$ cat config.mk
export PLATFORM = sky130hd
export DESIGN_NAME = ex_mem_skid_stage
export DESIGN_NICKNAME = d
export VERILOG_FILES = /design/src/rtl/ex_mem_skid_stage.sv
export SDC_FILE = /design/constraint.sdc
export NUM_CORES = 1
export LEC_CHECK = 0
export BUFFER_PORTS_ARGS = -buffer_cell sky130_fd_sc_hd__buf_4
export CAP_MARGIN = 20
export CORE_AREA = 2 2 115 117
export DETAILED_ROUTE_END_ITERATION = 8
export DIE_AREA = 0 0 117 119
export PLACE_DENSITY_LB_ADDON = 0.05
export RECOVER_POWER = 50
export SLEW_MARGIN = 10
export SYNTH_ARGS = -nofsm -noshare
export SYNTH_HDL_FRONTEND = slang
export SYNTH_SLANG_ARGS = --single-unit
$ cat constraint.sdc
create_clock -name clk -period 17.3 [get_ports clk]
set_input_delay 3.46 -clock clk [delete_from_list [all_inputs] [get_ports clk]]
set_output_delay 3.46 -clock clk [all_outputs]
set_load 0.02 [all_outputs]
$ cat src/rtl/ex_mem_skid_stage.sv
// EX->MEM pipeline stage with valid/ready handshake and a two-entry skid buffer.
// Outputs come straight from the main entry registers; invalid entries carry the bubble encoding.
module ex_mem_skid_stage #(
    parameter int          XLEN        = 32,
    parameter int          CTRL_W      = 5,
    parameter logic [4:0]  NOP_RD_ADDR = 5'b00000,
    parameter int          CNT_W       = 16
) (
    input  logic              clk,
    input  logic              rst,
    input  logic              flush,
    input  logic              in_valid,
    output logic              in_ready,
    input  logic [CTRL_W-1:0] in_ctrl,
    input  logic [XLEN-1:0]   in_alu_result,
    input  logic [XLEN-1:0]   in_rs2_data,
    input  logic [4:0]        in_rd_addr,
    output logic              out_valid,
    input  logic              out_ready,
    output logic [CTRL_W-1:0] out_ctrl,
    output logic [XLEN-1:0]   out_alu_result,
    output logic [XLEN-1:0]   out_rs2_data,
    output logic [4:0]        out_rd_addr,
    output logic [1:0]        count,
    output logic [CNT_W-1:0]  stall_cycles
);

    logic              r_main_valid;
    logic [CTRL_W-1:0] r_main_ctrl;
    logic [XLEN-1:0]   r_main_alu;
    logic [XLEN-1:0]   r_main_rs2;
    logic [4:0]        r_main_rd;

    logic              r_skid_valid;
    logic [CTRL_W-1:0] r_skid_ctrl;
    logic [XLEN-1:0]   r_skid_alu;
    logic [XLEN-1:0]   r_skid_rs2;
    logic [4:0]        r_skid_rd;

    logic              r_in_ready;
    logic [1:0]        r_count;
    logic [CNT_W-1:0]  r_stall;

    logic              w_acc;
    logic              w_fire;
    logic              w_stall_inc;

    logic              w_main_valid;
    logic [CTRL_W-1:0] w_main_ctrl;
    logic [XLEN-1:0]   w_main_alu;
    logic [XLEN-1:0]   w_main_rs2;
    logic [4:0]        w_main_rd;

    logic              w_skid_valid;
    logic [CTRL_W-1:0] w_skid_ctrl;
    logic [XLEN-1:0]   w_skid_alu;
    logic [XLEN-1:0]   w_skid_rs2;
    logic [4:0]        w_skid_rd;

    assign w_acc       = in_valid & r_in_ready;
    assign w_fire      = r_main_valid & out_ready;
    assign w_stall_inc = r_main_valid & ~out_ready & ~(&r_stall);

    always_comb begin
        w_main_valid = r_main_valid;
        w_main_ctrl  = r_main_ctrl;
        w_main_alu   = r_main_alu;
        w_main_rs2   = r_main_rs2;
        w_main_rd    = r_main_rd;
        w_skid_valid = r_skid_valid;
        w_skid_ctrl  = r_skid_ctrl;
        w_skid_alu   = r_skid_alu;
        w_skid_rs2   = r_skid_rs2;
        w_skid_rd    = r_skid_rd;

        if (flush) begin
            // Data fields are left alone; only valid/ctrl/rd define a bubble.
            w_main_valid = 1'b0;
            w_main_ctrl  = '0;
            w_main_rd    = NOP_RD_ADDR;
            w_skid_valid = 1'b0;
            w_skid_ctrl  = '0;
            w_skid_rd    = NOP_RD_ADDR;
        end else if (!r_main_valid) begin
            if (w_acc) begin
                w_main_valid = 1'b1;
                w_main_ctrl  = in_ctrl;
                w_main_alu   = in_alu_result;
                w_main_rs2   = in_rs2_data;
                w_main_rd    = in_rd_addr;
            end else begin
                w_main_ctrl  = '0;
                w_main_rd    = NOP_RD_ADDR;
            end
        end else if (!r_skid_valid) begin
            if (w_fire) begin
                if (w_acc) begin
                    w_main_ctrl = in_ctrl;
                    w_main_alu  = in_alu_result;
                    w_main_rs2  = in_rs2_data;
                    w_main_rd   = in_rd_addr;
                end else begin
                    w_main_valid = 1'b0;
                    w_main_ctrl  = '0;
                    w_main_rd    = NOP_RD_ADDR;
                end
            end else if (w_acc) begin
                w_skid_valid = 1'b1;
                w_skid_ctrl  = in_ctrl;
                w_skid_alu   = in_alu_result;
                w_skid_rs2   = in_rs2_data;
                w_skid_rd    = in_rd_addr;
            end
        end else if (w_fire) begin
            // in_ready is low while the skid is full, so no accept competes here.
            w_main_ctrl  = r_skid_ctrl;
            w_main_alu   = r_skid_alu;
            w_main_rs2   = r_skid_rs2;
            w_main_rd    = r_skid_rd;
            w_skid_valid = 1'b0;
            w_skid_ctrl  = '0;
            w_skid_rd    = NOP_RD_ADDR;
        end
    end

    always_ff @(posedge clk or posedge rst) begin
        if (rst) begin
            r_main_valid <= 1'b0;
            r_main_ctrl  <= '0;
            r_main_alu   <= '0;
            r_main_rs2   <= '0;
            r_main_rd    <= NOP_RD_ADDR;
            r_skid_valid <= 1'b0;
            r_skid_ctrl  <= '0;
            r_skid_alu   <= '0;
            r_skid_rs2   <= '0;
            r_skid_rd    <= NOP_RD_ADDR;
            r_in_ready   <= 1'b1;
            r_count      <= 2'd0;
            r_stall      <= '0;
        end else begin
            r_main_valid <= w_main_valid;
            r_main_ctrl  <= w_main_ctrl;
            r_main_alu   <= w_main_alu;
            r_main_rs2   <= w_main_rs2;
            r_main_rd    <= w_main_rd;
            r_skid_valid <= w_skid_valid;
            r_skid_ctrl  <= w_skid_ctrl;
            r_skid_alu   <= w_skid_alu;
            r_skid_rs2   <= w_skid_rs2;
            r_skid_rd    <= w_skid_rd;
            r_in_ready   <= ~w_skid_valid;
            r_count      <= {1'b0, w_main_valid} + {1'b0, w_skid_valid};
            if (w_stall_inc) begin
                r_stall <= r_stall + 1'b1;
            end
        end
    end

    assign in_ready       = r_in_ready;
    assign out_valid      = r_main_valid;
    assign out_ctrl       = r_main_ctrl;
    assign out_alu_result = r_main_alu;
    assign out_rs2_data   = r_main_rs2;
    assign out_rd_addr    = r_main_rd;
    assign count          = r_count;
    assign stall_cycles   = r_stall;

endmodule

==> results.yml <==
outcome:
  outcome: "finished with violations"
  violations: "max-capacitance violations, max-slew violations"
pwr:
  p_int_w: 0.0007936
  pwr-share-clk_pct: 32.1
  leakage_nw: 3.785
  switching_power_w: 0.0003273
  powerDensity_nw_per_um2: 128.5
  comb_power_share_pct: 20.7
  pwr-share-seq_pct: 47.2
  switching_share_pct: 29.20
  peakVddDrop_mv: 0.07731
clock_network:
  clk_latency_ns: 0.42
  cts_root_buf: "clkbuf_16"
  cts-resized-gates: 0
  cts_tree: "built"
  cts_htree_levels: 4
  ctsHoldBuffers: 0
  clk_path_buf_depth: 2
  clock_sinks: 169
  post_cts_buffers: 0
  cts_buffers: 17
  clk_pin_slew_ns: 0.06
min_path:
  hold_class: "flip-flop to flip-flop"
  hold_path_depth: 2
setup_path:
  cp-end-kind: "asynchronous set/reset pin"
  crit_fanout: 82
  cp-start-kind: "primary input"
  cp.arrival_ns: 9.14
  critPathRequiredTime_ns: 17.01
  reg2reg_depth: 6
  crit_type: "primary input to asynchronous set/reset pin"
detailed_routing:
  totalWireLength_um: 16260
  drt-wirelength-per-cell_um: 17.54
  drc: 0
  ant_nets: 0
  drt_iter0_markers: 357
  via_per_inst: 5.561
  drt_first_pass_iters: 4
  vias: 5155
place:
  gp_congestion: 0.7724
  port_buffers: 172
  dp_hpwl_um: 10160
final_layout:
  final_util_pct: 67.77
  final_cell_mix: "dfrtp_1, clkbuf_1, buf_4, nor2_1"
  mostFrequentLayoutCell: "dfrtp_1"
  antenna_cells: 0
  final.fill_count: 1069
  layout-drive-gt1-share_pct: 32.36
  fin_nets: 820
  area_delta_synth_final_pct: 21.12
die:
  dieArea_um2: 13920
  rows: 42
  die_y_um: 119
  core_area_um2: 12870
  pin_count: 173
  initial_core_util_pct: 55.96
  die_x_um: 117
sta:
  finalMaxSlewViolations: 152
  setup-tns-final_ns: 0
  min_period_over_period_pct: 54.49
  setup_violations: 0
  final_hold_viol_count: 0
  slew_headroom_pct: -141.2
  clock-skew-final_ns: 0.006614
  rsz0062_at_grt: "no"
  fmax_mhz: 106.1
  worst_pin_slew_ns: 3.598
  min_period_ns: 9.428
yosys:
  netlist_instances: 581
  synth-seq-cells: 169
  synthesis.nets: 661
  syn_avg_cell_area_um2: 12.40
  synth_cell_types: 39
  synth-seq-area-share_pct: 58.72
  synth_edf_count: 0
  yosysWarnings: 0
  syn_area_um2: 7204
  synthFlopType: "dfrtp_1"
  ys_async_sr_fraction_pct: 100.0
grt:
  grt_pass1_wl_um: 26080
  grt_use_total_pct: 24.11
  antenna_found_initial: 0
  grt_pass1_vias: 5291
  grt_max_degree: 89
  grt_overflow: 0
flow_run:
  maxCapViolations: 2
-- synth_stat cells (2+ instances only) --
cell / instances / area, um^2
buf_2: 12 / 60.06
mux2i_1: 10 / 100.1
nand2_1: 21 / 78.83
xnor2_1: 8 / 70.07
nor2b_1: 2 / 12.51
mux2_2: 64 / 720.7
a21oi_2: 60 / 525.5
inv_1: 2 / 7.510
nor3_1: 4 / 20.02
buf_6: 14 / 157.7
a22o_1: 11 / 96.34
and2_1: 3 / 18.77
o22ai_1: 64 / 400.4
nand4_1: 5 / 31.28
nor4_1: 4 / 25.02
xor2_1: 6 / 52.55
o21ai_0: 12 / 60.06
nor2_1: 67 / 251.5
clkbuf_1: 13 / 48.80
nand4_2: 2 / 25.02
nand3_1: 5 / 25.02
a21oi_1: 6 / 30.03
dfrtp_1: 168 / 4204
and3_1: 3 / 18.77
-- per-layer routing --
layer	wire length (um)	track usage [%]	vias up
li1	-	-	2414
met1	7108	31.82	2586
met2	7894	37.90	135
met3	1019	7.634	20
met4	236	8.015	0
met5	0	0	-
-- power by group through the flow --
stage	Sequential, W	Combinational (W)	Clock [W]
2_1_floorplan	0.000572	0.000122	0
3_3_place_gp	0.000531	0.000259	0
3_5_place_dp	0.000536	0.000265	0
4_1_cts	0.000530	0.000266	0.000365
5_1_grt	0.000539	0.000254	0.000383
6_report	0.000529	0.000232	0.000360
-- logic make-up after synthesis --
logic type | Yosys count | share of synthesized area, %
DFF | 169 | 58.72
buffers and inverters | 42 | 3.908
muxes | 75 | 11.60
and+or+nand+nor | 121 | 7.590
xor gates and xnor gates | 14 | 1.702
AOI/OAI and AO/OA | 159 | 16.31
adders and majority gates | 1 | 0.1736
-- flip-flops by register name, summed over array words and instances (netlist names) --
register and flops:
r_skid_rs2 32, r_skid_ctrl 5, count 2, stall_cycles 16, out_rs2_data 32, in_ready 1, out_ctrl 5, out_alu_result 32
out_valid 1, r_skid_valid 1, out_rd_addr 5, r_skid_alu 32, r_skid_rd 5
-- path summary, 6_finish.rpt --
kind                                             from                              to  slack, ns
setup / recovery                                  rst      r_skid_rs2[22]$_DFFE_PP0P_       7.87
min in group asynchronous                         rst         out_ctrl[1]$_DFFE_PP0P_       4.11
hold reg to reg            out_rd_addr[3]$_DFFE_PP0P_      out_rd_addr[3]$_DFFE_PP0P_       0.48
hold / removal             out_rd_addr[3]$_DFFE_PP0P_      out_rd_addr[3]$_DFFE_PP0P_       0.48
setup reg to reg               r_skid_valid$_DFF_PP0_    out_rs2_data[15]$_DFFE_PP0P_      14.32
max in group clk                            out_ready  out_alu_result[13]$_DFFE_PP0P_      12.07
-- layout make-up --
class	instances	area [um^2]	share of cell area (%)
tap	176	220.2	2.524
timing repair buffer	180	1002	11.49
clock buffer	27	483.0	5.535
multi-input combinational	370	2716	31.13
sequential	169	4230	48.48
clock inverter	3	65.06	0.7456
inverter	2	8.758	0.1004
-- critical path, cell delays in order --
cell and delay [ns]:
clkbuf_4 0.11, clkinvlp_2 2.00, clkbuf_1 0.89, clkbuf_1 2.59
-- stage by stage --
step | cells | hold slack [ns] | power [W] | setup slack (ns) | cell area, um^2
5_1_grt | 927 | 0.5092 | 0.001177 | 6.405 | 8726
3_5_place_dp | 895 | 0.4761 | 0.0008013 | 11.67 | 8516
2_1_floorplan | 581 | 0.4724 | 0.0006936 | 9.267 | 7204
4_1_cts | 925 | 0.4885 | 0.001161 | 12.11 | 9064
6_report | 927 | 0.4796 | 0.001121 | 7.872 | 8726
3_3_place_gp | 895 | 0.4670 | 0.0007899 | 11.72 | 8516
Power figures use the tool's default switching activity.
